## config.mk

```make
export PLATFORM = sky130hd
export DESIGN_NAME = code_unpacker
export DESIGN_NICKNAME = d
export VERILOG_FILES = /design/src/rtl/code_unpacker.sv
export SDC_FILE = /design/constraint.sdc
export NUM_CORES = 1
export LEC_CHECK = 0
export BUFFER_PORTS_ARGS = -buffer_cell sky130_fd_sc_hd__buf_2
export CAP_MARGIN = 20
export CORE_ASPECT_RATIO = 0.8
export CORE_MARGIN = 1.5
export CORE_UTILIZATION = 59
export CTS_BUF_LIST = sky130_fd_sc_hd__clkbuf_2
export DETAILED_ROUTE_END_ITERATION = 12
export PLACE_DENSITY = 0.83
export SLEW_MARGIN = 20
export SYNTH_ARGS = -nofsm -noshare
export SYNTH_HDL_FRONTEND = slang
export SYNTH_SLANG_ARGS = --single-unit
```

## constraint.sdc

```tcl
create_clock -name clk -period 2.71 [get_ports clk]
set_input_delay 0.271 -clock clk [delete_from_list [all_inputs] [get_ports clk]]
set_output_delay 0.271 -clock clk [all_outputs]
set_load 0.005 [all_outputs]
```

## src/rtl/code_unpacker.sv

```systemverilog
// code_unpacker
// Re-slices a byte stream carrying MSB-first bit-packed 7-bit codes into one
// code per handshake. A sync pulse discards every buffered bit so the next
// byte starts a fresh code boundary.
//
// Ports:
//   clk, rst_n            clock (rising edge), async active-low reset
//   sync                  frame realign, clears buffer and code counter
//   in_byte/in_valid      packed input byte (bit 7 oldest) and its valid
//   in_ready              a byte can be accepted this cycle
//   code_out/code_valid   oldest 7 buffered bits (bit 6 oldest) and its valid
//   code_ready            downstream consumes code_out this cycle
//   code_err              emitted code is above MAX_CODE (informational)
//   code_cnt              codes emitted since reset or the last sync
module code_unpacker #(
  parameter int unsigned MAX_CODE = 94
) (
  input  logic        clk,
  input  logic        rst_n,
  input  logic        sync,
  input  logic [7:0]  in_byte,
  input  logic        in_valid,
  output logic        in_ready,
  output logic [6:0]  code_out,
  output logic        code_valid,
  input  logic        code_ready,
  output logic        code_err,
  output logic [15:0] code_cnt
);

  // Oldest bit sits at bits_q[13]; bits below the fill count are kept zero.
  logic [13:0] bits_q, bits_d;
  logic [3:0]  cnt_q, cnt_d;
  logic [15:0] code_cnt_q, code_cnt_d;

  logic        accept, pop, has_code;
  logic [13:0] base_bits;
  logic [3:0]  base_cnt;

  always_comb begin
    has_code   = (cnt_q >= 4'd7);
    in_ready   = (cnt_q <= 4'd6) && !sync;
    code_valid = has_code && !sync;
    code_out   = has_code ? bits_q[13:7] : 7'd0;
    code_err   = code_valid && (32'(code_out) > MAX_CODE);
    code_cnt   = code_cnt_q;
  end

  always_comb begin
    accept     = in_valid && in_ready;
    pop        = code_valid && code_ready;
    base_bits  = bits_q;
    base_cnt   = cnt_q;
    bits_d     = bits_q;
    cnt_d      = cnt_q;
    code_cnt_d = code_cnt_q;

    if (sync) begin
      bits_d     = 14'd0;
      cnt_d      = 4'd0;
      code_cnt_d = 16'd0;
    end else begin
      // Pop first so the popped code always comes from the pre-append buffer.
      if (pop) begin
        base_bits  = bits_q << 7;
        base_cnt   = cnt_q - 4'd7;
        code_cnt_d = code_cnt_q + 16'd1;
      end
      bits_d = base_bits;
      cnt_d  = base_cnt;
      if (accept) begin
        // Place the byte directly behind the remaining bits.
        bits_d = base_bits | ({in_byte, 6'd0} >> base_cnt);
        cnt_d  = base_cnt + 4'd8;
      end
    end
  end

  always_ff @(posedge clk or negedge rst_n) begin
    if (!rst_n) begin
      bits_q     <= 14'd0;
      cnt_q      <= 4'd0;
      code_cnt_q <= 16'd0;
    end else begin
      bits_q     <= bits_d;
      cnt_q      <= cnt_d;
      code_cnt_q <= code_cnt_d;
    end
  end

endmodule

```

* After elaboration in Yosys (flattened, before gate mapping)
Cells that the tools add are included.
** Storage, ports and cells
- Register bits after elaboration :: 34
- Logic and storage cells :: 29
** Cells by class
- Add/subtract/negate cells :: 3
- $lt $le $gt $ge :: 3
- Shifts and indexed selects :: 1
- Muxes and demuxes :: 11
- Bitwise operators :: 1
- Reductions and logical operators :: 7
** Operator list (count)
- 2-to-1 mux 14 bit :: 4
- 2-to-1 mux 16 bit :: 2
- adder 16 x 1 -> 16 bit (second input constant) :: 1
- 2-to-1 mux 4 bit :: 4
- bitwise OR 14 bit :: 1
- right shift 14 x 4 -> 14 bit :: 1
- greater-than comparator 7 bit (second input constant) :: 1
- 2-to-1 mux 7 bit :: 1
- logical AND 1 bit :: 5
- adder 4 bit (second input constant) :: 1
- greater-or-equal comparator 4 x 3 -> 1 bit (second input constant) :: 1
- <= comparator 4 x 3 -> 1 bit (second input constant) :: 1
- subtractor 4 x 3 -> 4 bit (second input constant) :: 1
- nonzero test 2 bit :: 1
- zero test 1 bit :: 1

* Longest topological paths before layout
Gate-level depths: netlist of the first run.
- Depth in word-level cells :: 9
- Gate-level depth with buffers :: 9

* Least setup slack after synthesis of the first run
No wires, ideal clock.
- Path type :: flip-flop to flip-flop
- Start :: reg cnt_q[0]
- End :: reg bits_q[5]
- Setup time :: 0.126 ns
- Arrival time :: 2.105 ns
- Path slack :: 0.479 ns
- Cell stages (with the launch flop) :: 10
- Buffers on the path :: 2
- Path through :: dfrtp_1 buf_6 inv_1 ha_1 clkbuf_1 mux4_2 or3_1 o31a_2 a221oi_2 o21ai_1
** Between the ends
- Longest elaborated chain between the ends :: 9
- Elaborated cells between the ends (all ways) :: 15
** RTL lines
- start, declared :: line 33 : logic [3:0] cnt_q, cnt_d;
- start signal, assigned :: line 86 : cnt_q <= cnt_d;
- greater-or-equal comparator 4 x 3 -> 1 bit :: line 41 : has_code = (cnt_q >= 4'd7);
- logical AND 1 bit :: line 43 : code_valid = has_code && !sync;
- logical AND 1 bit :: line 51 : pop = code_valid && code_ready;
- 2-to-1 mux 4 bit :: line 64 : if (pop) begin
- 2-to-1 mux 4 bit :: line 58 : if (sync) begin
- right shift 14 x 4 -> 14 bit :: line 73 : bits_d = base_bits | ({in_byte, 6'd0} >> base_cnt);
- bitwise OR 14 bit :: line 73
- 2-to-1 mux 14 bit * :: line 71 : if (accept) begin
- 2-to-1 mux 14 bit * :: line 58
- net bits_d[5] :: line 32 : logic [13:0] bits_q, bits_d;
- end signal, assigned :: line 85 : bits_q <= bits_d;
- end, declared :: line 32
Mark *: on every way through the listed nets, which the timed path passes. The rest lies on a longest branch. The select of a mux whose other input is x is not followed.
A chain may end at the register's enable or synchronous reset.

* Worst setup path after layout of the first run
- Start :: reg cnt_q[1]
- End :: out code_err
** Between the ends
- Longest elaborated chain between the ends :: 4
- Elaborated cells between the ends (all ways) :: 5
** RTL lines
- greater-or-equal comparator 4 x 3 -> 1 bit * :: line 41
- 2-to-1 mux 7 bit :: line 44 : code_out = has_code ? bits_q[13:7] : 7'd0;
- greater-than comparator 7 bit :: line 45 : code_err = code_valid && (32'(code_out) > MAX_CODE);
- logical AND 1 bit * :: line 45
- end, declared :: line 27 : output logic code_err,
Every way passes the cells marked *; elsewhere a longest branch is shown, timed or not.

==> impl_metrics.json, run 1 <==
{
  "cp-start-kind": "flip-flop",
  "vias_in_the_first_global_route": 2073,
  "drt-pass1-iter-count": 4,
  "run_status": "completed",
  "synthAdderAreaFrac": 0.0152,
  "hold_path_stages": 3,
  "worst_ep_arrival_time_ns": 2.12,
  "maximum_capacitance_violations": 0,
  "critPathKind": "reg -> out",
  "timing_worst_slew_pin_value_ns": 0.740,
  "gates_resized_cts_repair": 0,
  "route.detailed.wl_per_inst_um": 16.8,
  "maxSlewViolCount": 0,
  "timing.clock.skew_ns": 0.0269,
  "synth_top_flop_cell": "sky130_fd_sc_hd__dfrtp_1",
  "max_slew_margin": 0.507,
  "fin_tns_setup_ns": 0,
  "final_critical_delay_including_setup_and_external_delays_ns": 2.39,
  "post_synth_and_or_nand_nor_area_fraction": 0.229,
  "path_clk_slew_ns": 0.19,
  "setup.worst_path.end_class": "output port",
  "grtUsageTotal": 0.294,
  "floorplan.die.width_um": 75.3,
  "post-route-period-util": 0.881,
  "min_delay_worst_endpoint": "bits_q[4]",
  "achievable-frequency_mhz": 419,
  "core-area_mm2": 0.00390,
  "post_layout_nonfiller_instances": 368,
  "ys_seq_elements": 34,
  "place.gp.congestion": 0.975,
  "area_growth_pct": 11.5,
  "vias_per_cell": 6.16,
  "clock_tree.htree_level_count": 2,
  "total_half_perimeter_wirelength_after_legalization_and_detailed_placement_um": 4640,
  "wire_length_of_the_first_global_routing_pass_um": 10000,
  "synth_top_cell_area_share": 0.345,
  "cts_inserted_buffers": 5,
  "hold_path.startpoint": "in_valid",
  "chipHeight_um": 60.8,
  "ioPinCount": 39,
  "ant_diodes": 0,
  "synth_top_cell_by_area": "sky130_fd_sc_hd__dfrtp_1",
  "synthXorXnorAreaFrac": 0.0426,
  "critPathMaxFanout": 10,
  "postRouteWirelength_um": 6180,
  "synth_compound_area_frac": 0.174,
  "leakagePower_nw": 1.29,
  "globalRouteOverflowTotal": 0,
  "i_o_buffers": 38,
  "area_of_the_die_mm2": 0.00458,
  "via_count": 2268,
  "rows": 20,
  "number_of_buffers_on_the_longest_clock_path": 2,
  "final_hold_viol_count": 0,
  "fin_nets": 328,
  "synth_async_sr_flop_share": 1.00,
  "syn_avg_cell_area_um2": 9.10,
  "synthesis.yosys.warnings": 0,
  "initial_antenna_violation_count": 0,
  "worstPathRequired_ns": 2.44,
  "timing.hold.worst.class": "in -> reg",
  "setup.reg_to_reg.worst_slack_ns": 0.35,
  "vdd_ir_drop_max_mv": 0.350,
  "dp_cells": 359,
  "initial_utilization": 0.631,
  "clock_insertion_delay_worst_skew_ns": 0.38,
  "tritoncts_clock_tree": "yes",
  "rsz0062_at_grt": "no",
  "cts.root.buffer_cell": "sky130_fd_sc_hd__clkbuf_2",
  "largest_net_degree_at_the_start_of_global_routing": 35,
  "numClockSinks": 34,
  "synth.net_count": 287,
  "starting_drt_drc_count": 178,
  "synthesis.area_mm2": 0.00246,
  "synthTopCellsByArea": "sky130_fd_sc_hd__dfrtp_1, sky130_fd_sc_hd__mux2i_1, sky130_fd_sc_hd__nand2_1, sky130_fd_sc_hd__mux2_2, sky130_fd_sc_hd__nor2_1",
  "seq_area_frac_synth": 0.345,
  "ant_nets": 0,
  "timing.reg2reg.worst_path_depth": 6,
  "largest_family_of_logic_cells_by_synthesized_area": "simple AND/OR/NAND/NOR gates",
  "drc": 0,
  "cellPowerDensity_mw_per_mm2": 346,
  "synthCells": 271,
  "worst_r2r_start": "cnt_q[1]",
  "crit-reg2reg-capture": "bits_q[4]",
  "portion_of_netlist_area_occupied_by_mux_cells": 0.152,
  "final_number_of_setup_violating_endpoints": 0,
  "drive_gt1_frac": 0.233,
  "synthDistinctLibCells": 58,
  "synth_edf_count": 0
}
## logic make-up after synthesis
logic type / count (synthesis)
multiplexers: 33
AO/OA/AOI/OAI: 59
buffers and inverters: 18
AND/OR/NAND/NOR: 112
adder cells (fa/ha/maj): 3
XOR/XNOR: 12
flip-flops: 34
## power by group
part	internal, mW	switching, mW	total (mW)
combinational	0.0699	0.109	0.179
clock	0.0635	0.172	0.235
sequential	0.522	0.0140	0.536
total	0.656	0.295	0.950
## per-layer routing
| metal | vias to the layer above | track usage | routed length (um) |
|---|---|---|---|
| met5 | - | 0 | 0 |
| met4 | 0 | 0.0791 | 61 |
| met3 | 10 | 0.0797 | 615 |
| met2 | 118 | 0.402 | 2550 |
| met1 | 1068 | 0.455 | 2950 |
| li1 | 1072 | - | - |
## registers in the layout (all words and copies together) (netlist names)
signal / count
code_cnt: 16
bits_q: 14
cnt_q: 4
## synth_stat cells, types with 2 or more instances
cell / number
sky130_fd_sc_hd__a211oi_1: 2
sky130_fd_sc_hd__a31oi_1: 4
sky130_fd_sc_hd__dfrtp_1: 34
sky130_fd_sc_hd__a22oi_1: 3
sky130_fd_sc_hd__buf_4: 2
sky130_fd_sc_hd__o21ai_0: 11
sky130_fd_sc_hd__a32oi_1: 2
sky130_fd_sc_hd__and2_1: 11
sky130_fd_sc_hd__mux2_2: 9
sky130_fd_sc_hd__nand2_1: 37
sky130_fd_sc_hd__and3_1: 4
sky130_fd_sc_hd__o32ai_1: 3
sky130_fd_sc_hd__inv_1: 5
sky130_fd_sc_hd__o22ai_1: 3
sky130_fd_sc_hd__o211ai_1: 4
sky130_fd_sc_hd__xnor2_1: 3
sky130_fd_sc_hd__nand3_1: 11
sky130_fd_sc_hd__and3b_1: 2
sky130_fd_sc_hd__buf_2: 3
sky130_fd_sc_hd__nand4_1: 5
sky130_fd_sc_hd__nor2_1: 24
sky130_fd_sc_hd__nand2b_1: 4
sky130_fd_sc_hd__a21oi_1: 8
sky130_fd_sc_hd__clkbuf_1: 4
sky130_fd_sc_hd__ha_1: 3
sky130_fd_sc_hd__mux2i_1: 21
sky130_fd_sc_hd__nor2b_1: 6
sky130_fd_sc_hd__buf_6: 3
sky130_fd_sc_hd__a21o_1: 3
sky130_fd_sc_hd__xor2_1: 9
## placed cells by master, fill, tap and decap left out, types with 6 or more instances in the layout
cell type	instances
sky130_fd_sc_hd__nand3_1	11
sky130_fd_sc_hd__nor2_1	24
sky130_fd_sc_hd__o21ai_0	11
sky130_fd_sc_hd__buf_4	8
sky130_fd_sc_hd__buf_2	38
sky130_fd_sc_hd__clkbuf_2	6
sky130_fd_sc_hd__mux2i_1	21
sky130_fd_sc_hd__dfrtp_1	34
sky130_fd_sc_hd__xor2_1	9
sky130_fd_sc_hd__nand2_1	37
sky130_fd_sc_hd__nor2b_1	6
sky130_fd_sc_hd__mux2_2	9
sky130_fd_sc_hd__and2_1	11
sky130_fd_sc_hd__a21oi_1	8
## area by class of cell
type | count | area (um^2)
Multi-Input combinational cell | 219 | 1510
Fill cell | 297 | 1150
Sequential cell | 34 | 851
Timing Repair Buffer | 47 | 260
Tap cell | 55 | 68.8
Clock buffer | 6 | 30.0
Inverter | 5 | 18.8
Clock inverter | 2 | 8.76
## worst max path at each step
stage                  start    endpoint  slack [ns]  cells after the start
floorplan           cnt_q[0]   bits_q[5]        0.48                      9
global placement    cnt_q[1]  bits_q[11]        0.45                      6
detailed placement  cnt_q[1]  bits_q[11]        0.43                      6
CTS                 cnt_q[1]    code_err        0.34                      6
global route        cnt_q[1]    code_err        0.21                      6
finish              cnt_q[1]    code_err        0.32                      6
## through the flow
step	hold slack [ns]	setup WS, ns	instance area (um^2)	util	total power, mW
final	0.195	0.323	2750	0.704	0.950
after CTS	0.186	0.341	2750	0.704	0.947
after floorplan	-0.0246	0.479	2460	-	0.656
after detailed placement	0.377	0.427	2700	0.692	0.719
after global routing	0.176	0.214	2750	0.704	0.998
after global placement	0.388	0.452	2700	0.692	0.715
## critical path, stage by stage, from the launching register on
cell and delay (ns):
sky130_fd_sc_hd__dfrtp_1 0.58, sky130_fd_sc_hd__ha_1 0.36, sky130_fd_sc_hd__a21o_1 0.34, sky130_fd_sc_hd__nand2_1 0.12, sky130_fd_sc_hd__nor2_1 0.11, sky130_fd_sc_hd__o211a_1 0.14, sky130_fd_sc_hd__buf_2 0.10
## timing repair
action / 4_1_cts / 5_1_grt
hold endpoints to repair: 34 / 0
setup buffers: 0 / 0
setup endpoints to repair: 0 / 0
hold buffers: 1 / 0
Note: power is estimated with default switching activity, not from simulation.
==> inputs of run 2 (changes only) <==
Settings changed: CORE_UTILIZATION 59 to 63, PLACE_DENSITY 0.83 to 0.87.
Clock period 2.71 ns to 2.8 ns, I/O delays scaled along.
==> run 2 against run 1 <==
  * Combinational power fell by 5%
  * Die area is 6.1% lower
  * Utilization increased by 2.1 points
  * Register-to-register slack hardly changed
  * Clock power is essentially flat
  * Worst setup slack worse by 0.11 ns
  * First-iteration DRC count increased by 73%
  * Routed wire length decreased by 1.5%
  * Largest power group unchanged
  * Clock-buffer cell count is the same
  * Design area decreased by 0.27%
==> impl_metrics.json, run 2 (same netlist as run 1, synthesis figures left out) <==
{
  "floorplan.die.width_um": 72.9,
  "maxSlewViolCount": 0,
  "post-cts-setup-buffer-count": 0,
  "worst_ep_arrival_time_ns": 2.31,
  "core-area_mm2": 0.00378,
  "mostFrequentLayoutCell": "sky130_fd_sc_hd__buf_2",
  "setup.reg_to_reg.worst_slack_ns": 0.36,
  "ioPinCount": 39,
  "achievable-frequency_mhz": 386,
  "vdd_ir_drop_max_mv": 0.337,
  "via_count": 2276,
  "max_slew_margin": 0.492,
  "postRouteWirelength_um": 6090,
  "tritoncts_clock_tree": "yes",
  "cellPowerDensity_mw_per_mm2": 337,
  "vias_per_cell": 6.20,
  "initial_utilization": 0.652,
  "maximum_capacitance_violations": 0,
  "worstPathRequired_ns": 2.52,
  "fin_tns_setup_ns": 0,
  "run_status": "completed",
  "final_critical_delay_including_setup_and_external_delays_ns": 2.59,
  "rows": 20,
  "commonest_cells_after_routing_fill_and_taps_aside": "sky130_fd_sc_hd__buf_2, sky130_fd_sc_hd__nand2_1, sky130_fd_sc_hd__dfrtp_1",
  "timing.reg2reg.worst_path_depth": 7,
  "drt-pass1-iter-count": 5,
  "chipHeight_um": 58.9,
  "i_o_buffers": 38,
  "drive_gt1_frac": 0.231,
  "final_hold_viol_count": 0,
  "hold_path.startpoint": "in_valid",
  "drc": 0,
  "timing.clock.skew_ns": 0.0177,
  "post-layout-total-power_mw": 0.923,
  "largest_register_ffs": 16,
  "initial_antenna_violation_count": 0,
  "ant_diodes": 0,
  "leakagePower_nw": 1.29,
  "largest_net_degree_at_the_start_of_global_routing": 35,
  "timing_worst_slew_pin_value_ns": 0.762,
  "cts.hold.buffers_added": 1,
  "route.detailed.wl_per_inst_um": 16.6,
  "clock_tree.htree_level_count": 2,
  "numClockSinks": 34,
  "vias_in_the_first_global_route": 2042,
  "final_number_of_setup_violating_endpoints": 0,
  "worst_r2r_start": "cnt_q[0]",
  "place.gp.congestion": 1.05,
  "post_layout_inst_area_mm2": 0.00274,
  "starting_drt_drc_count": 308,
  "area_growth_pct": 11.2,
  "setup.worst_path.end_class": "output port",
  "cp-start-kind": "flip-flop",
  "timing.hold.worst.class": "in -> reg",
  "critPathMaxFanout": 24,
  "total_half_perimeter_wirelength_after_legalization_and_detailed_placement_um": 4540,
  "worst_setup_path_startpoint": "cnt_q[0]",
  "postPlaceCellArea_mm2": 0.00269,
  "number_of_buffers_on_the_longest_clock_path": 2,
  "globalRouteOverflowTotal": 0,
  "post-route-period-util": 0.924,
  "cts_inserted_buffers": 5,
  "min_delay_worst_endpoint": "bits_q[4]",
  "crit-reg2reg-capture": "bits_q[11]",
  "fin_nets": 327,
  "gates_resized_cts_repair": 0,
  "cts.root.buffer_cell": "sky130_fd_sc_hd__clkbuf_2",
  "hold_path_stages": 3,
  "critPathKind": "reg -> out",
  "grtUsageTotal": 0.297,
  "ant_nets": 0,
  "rsz0062_at_grt": "no",
  "path_clk_slew_ns": 0.19,
  "clock_insertion_delay_worst_skew_ns": 0.37,
  "area_of_the_die_mm2": 0.00430,
  "wire_length_of_the_first_global_routing_pass_um": 9760
}
run 2: cell count changes in the layout (fill, tap and decap cells not counted), sizes merged:
cell / previous run / this run
buf: 46 / 45
run 2: area by class of cell:
type	instances	area, um^2
Timing Repair Buffer	46	253
Multi-Input combinational cell	219	1510
Inverter	5	18.8
Fill cell	299	1040
Tap cell	55	68.8
Clock buffer	6	30.0
Sequential cell	34	851
Clock inverter	2	8.76
run 2: worst max path at each step:
stage | to | slack (ns) | depth (start not counted)
6_report | code_err | 0.21 | 7
5_1_grt | code_err | 0.03 | 7
4_1_cts | code_err | 0.27 | 7
3_5_place_dp | bits_q[11] | 0.42 | 7
3_3_place_gp | bits_q[13] | 0.53 | 7
2_1_floorplan | bits_q[5] | 0.57 | 9
run 2: metrics by stage:
| stage | setup WS (ns) | util | std cells | hold WS, ns |
|---|---|---|---|---|
| detailed placement | 0.418 | 0.713 | 358 | 0.386 |
| global placement | 0.532 | 0.713 | 358 | 0.385 |
| CTS | 0.269 | 0.725 | 367 | 0.227 |
| global route | 0.0274 | 0.725 | 367 | 0.207 |
| floorplan | 0.569 | - | 271 | -0.0156 |
| finish | 0.213 | 0.725 | 367 | 0.225 |
run 2: power by group:
part	internal (mW)	switching, mW	leakage, nW
Clock	0.0616	0.171	0.0304
Sequential	0.506	0.0144	0.469
Combinational	0.0657	0.105	0.788
Total	0.633	0.290	1.29
run 2: layer usage:
| layer | wire (um) | track usage | part of all wire | vias to the layer above |
|---|---|---|---|---|
| met4 | 31 | 0.0512 | 0.0051 | 0 |
| met1 | 2550 | 0.396 | 0.42 | 1080 |
| met3 | 661 | 0.103 | 0.11 | 6 |
| li1 | - | - | - | 1056 |
| met5 | 0 | 0 | 0 | - |
| met2 | 2850 | 0.478 | 0.47 | 134 |
run 2: critical path, cell delays in order (launching register included):
cell                      delay (ns)
sky130_fd_sc_hd__dfrtp_1        0.38
sky130_fd_sc_hd__buf_4          0.31
sky130_fd_sc_hd__ha_1           0.33
sky130_fd_sc_hd__a21o_1         0.43
sky130_fd_sc_hd__nand2_1        0.13
sky130_fd_sc_hd__nor2_1         0.12
sky130_fd_sc_hd__o211a_1        0.13
sky130_fd_sc_hd__buf_2          0.10
==> inputs of run 3 (changes only) <==
Settings changed: PLACE_DENSITY 0.87 to 0.84.
==> run 3 against run 2 <==
  * Sequential cell count stayed put
  * Die area stayed put
  * Critical endpoint unchanged
  * Sequential share of layout area hardly changed
  * Non-clock buffer count stayed put
  * Global-route usage is 1.0 points higher
  * Critical path depth is 1 lower
  * Clock skew is 0.0047 ns lower
  * Design area hardly changed
  * Critical path type unchanged
  * Clock power is 2% lower
  * Sequential power hardly changed
  * Hold slack worse by 0.019 ns
==> impl_metrics.json, run 3 (same netlist as run 1, synthesis figures left out) <==
{
  "cp-start-kind": "flip-flop",
  "number_of_buffers_on_the_longest_clock_path": 2,
  "fin_tns_setup_ns": 0,
  "cp_slowest_stage_delay_ns": 0.50,
  "area_of_the_die_mm2": 0.00430,
  "commonest_cells_after_routing_fill_and_taps_aside": "sky130_fd_sc_hd__buf_2, sky130_fd_sc_hd__nand2_1, sky130_fd_sc_hd__dfrtp_1",
  "maxSlewViolCount": 0,
  "vias_per_cell": 6.02,
  "fin_nets": 327,
  "final_critical_delay_including_setup_and_external_delays_ns": 2.39,
  "core-area_mm2": 0.00378,
  "clock_tree.htree_level_count": 2,
  "achievable-frequency_mhz": 419,
  "drt-pass1-iter-count": 5,
  "grtUsageTotal": 0.307,
  "worst_r2r_start": "cnt_q[1]",
  "vdd_ir_drop_max_mv": 0.367,
  "globalRouteOverflowTotal": 0,
  "wire_length_of_the_first_global_routing_pass_um": 9860,
  "hold_path_stages": 3,
  "post-layout-total-power_mw": 0.917,
  "timing.clock.skew_ns": 0.0130,
  "hold_path.startpoint": "in_valid",
  "route.detailed.wl_per_inst_um": 16.4,
  "i_o_buffers": 38,
  "run_status": "completed",
  "maximum_capacitance_violations": 0,
  "drc": 0,
  "setup.reg_to_reg.worst_slack_ns": 0.51,
  "place.gp.congestion": 1.03,
  "ant_nets": 0,
  "cellPowerDensity_mw_per_mm2": 334,
  "largest_net_degree_at_the_start_of_global_routing": 35,
  "vias_in_the_first_global_route": 2027,
  "mostFrequentLayoutCell": "sky130_fd_sc_hd__buf_2",
  "ioPinCount": 39,
  "total_half_perimeter_wirelength_after_legalization_and_detailed_placement_um": 4560,
  "setup.worst_path.end_class": "output port",
  "worstPathRequired_ns": 2.52,
  "sequence_of_cells_on_the_critical_path": "ha_1 > a21o_1 > nand2_1 > nor2_1 > o211a_1 > buf_2",
  "final_number_of_setup_violating_endpoints": 0,
  "cts_inserted_buffers": 5,
  "path_clk_slew_ns": 0.19,
  "ant_diodes": 0,
  "cts.root.buffer_cell": "sky130_fd_sc_hd__clkbuf_2",
  "max_slew_margin": 0.506,
  "worst_ep_arrival_time_ns": 2.11,
  "gates_resized_cts_repair": 0,
  "final_hold_viol_count": 0,
  "area_growth_pct": 11.3,
  "largest_register_ffs": 16,
  "worst_setup_path_startpoint": "cnt_q[1]",
  "postRouteWirelength_um": 6030,
  "timing.hold.worst.class": "in -> reg",
  "rsz0062_at_grt": "no",
  "critPathKind": "reg -> out",
  "initial_utilization": 0.652,
  "drive_gt1_frac": 0.231,
  "chipHeight_um": 58.9,
  "leakagePower_nw": 1.28,
  "crit_slowest_cell": "sky130_fd_sc_hd__dfrtp_1",
  "hold_slack_ns": 0.206,
  "numClockSinks": 34,
  "timing_worst_slew_pin_value_ns": 0.741,
  "starting_drt_drc_count": 161,
  "min_delay_worst_endpoint": "bits_q[4]",
  "crit-reg2reg-capture": "bits_q[11]",
  "rows": 20,
  "clock_insertion_delay_worst_skew_ns": 0.39,
  "critical_path_buf_inv_count": 1,
  "initial_antenna_violation_count": 0,
  "via_count": 2208,
  "post-route-period-util": 0.853,
  "path_delay_family": "compound AO/OA/AOI/OAI gates",
  "timing.reg2reg.worst_path_depth": 6,
  "floorplan.die.width_um": 72.9,
  "critPathMaxFanout": 14,
  "tritoncts_clock_tree": "yes"
}
run 3: layout make-up:
cell class / count / area (um^2)
Sequential cell: 34 / 851
Tap cell: 55 / 68.8
Fill cell: 309 / 1030
Inverter: 5 / 18.8
Clock buffer: 5 / 25.0
Multi-Input combinational cell: 219 / 1510
Clock inverter: 3 / 16.3
Timing Repair Buffer: 46 / 253
run 3: worst max path at each step:
stage,end,depth (start not counted)
3_5_place_dp,bits_q[11],7
2_1_floorplan,bits_q[5],9
3_3_place_gp,bits_q[11],7
4_1_cts,code_err,6
6_report,code_err,6
5_1_grt,code_err,6
run 3: report_power, final:
part	total, mW	internal (mW)	switching (mW)
Sequential	0.519	0.506	0.0133
Clock	0.229	0.0569	0.173
Combinational	0.169	0.0656	0.103
run 3: per-stage QoR:
stage               setup slack, ns  area, um^2  utilization  std cells
finish                        0.412        2740        0.726        367
global route                  0.237        2740        0.726        367
CTS                           0.421        2740        0.726        367
detailed placement            0.555        2690        0.713        358
global placement              0.539        2690        0.713        358
floorplan                     0.569        2460            -        271
run 3: what timing repair did:
item | CTS | global route
setup endpoints to repair | 0 | 0
buffers inserted | 0 | 0
hold endpoints to repair | 34 | 0
hold buffers | 1 | 0
run 3: layer usage:
layer / vias to the layer above / wire (um) / global-route usage / share of wire
met5: - / 0 / 0 / 0
met3: 13 / 513 / 0.0822 / 0.085
met1: 1046 / 2730 / 0.451 / 0.45
met2: 91 / 2680 / 0.442 / 0.45
li1: 1058 / - / - / -
met4: 0 / 99 / 0.102 / 0.016
run 3: worst reg2reg max path, delay by kind of cell (launching register included):
| family | cells | cell delay [ns] |
|---|---|---|
| AOI/OAI and AO/OA | 3 | 0.76 |
| muxes | 1 | 0.36 |
| and+or+nand+nor | 1 | 0.27 |
| adders and majority gates | 1 | 0.33 |
| DFF | 1 | 0.50 |
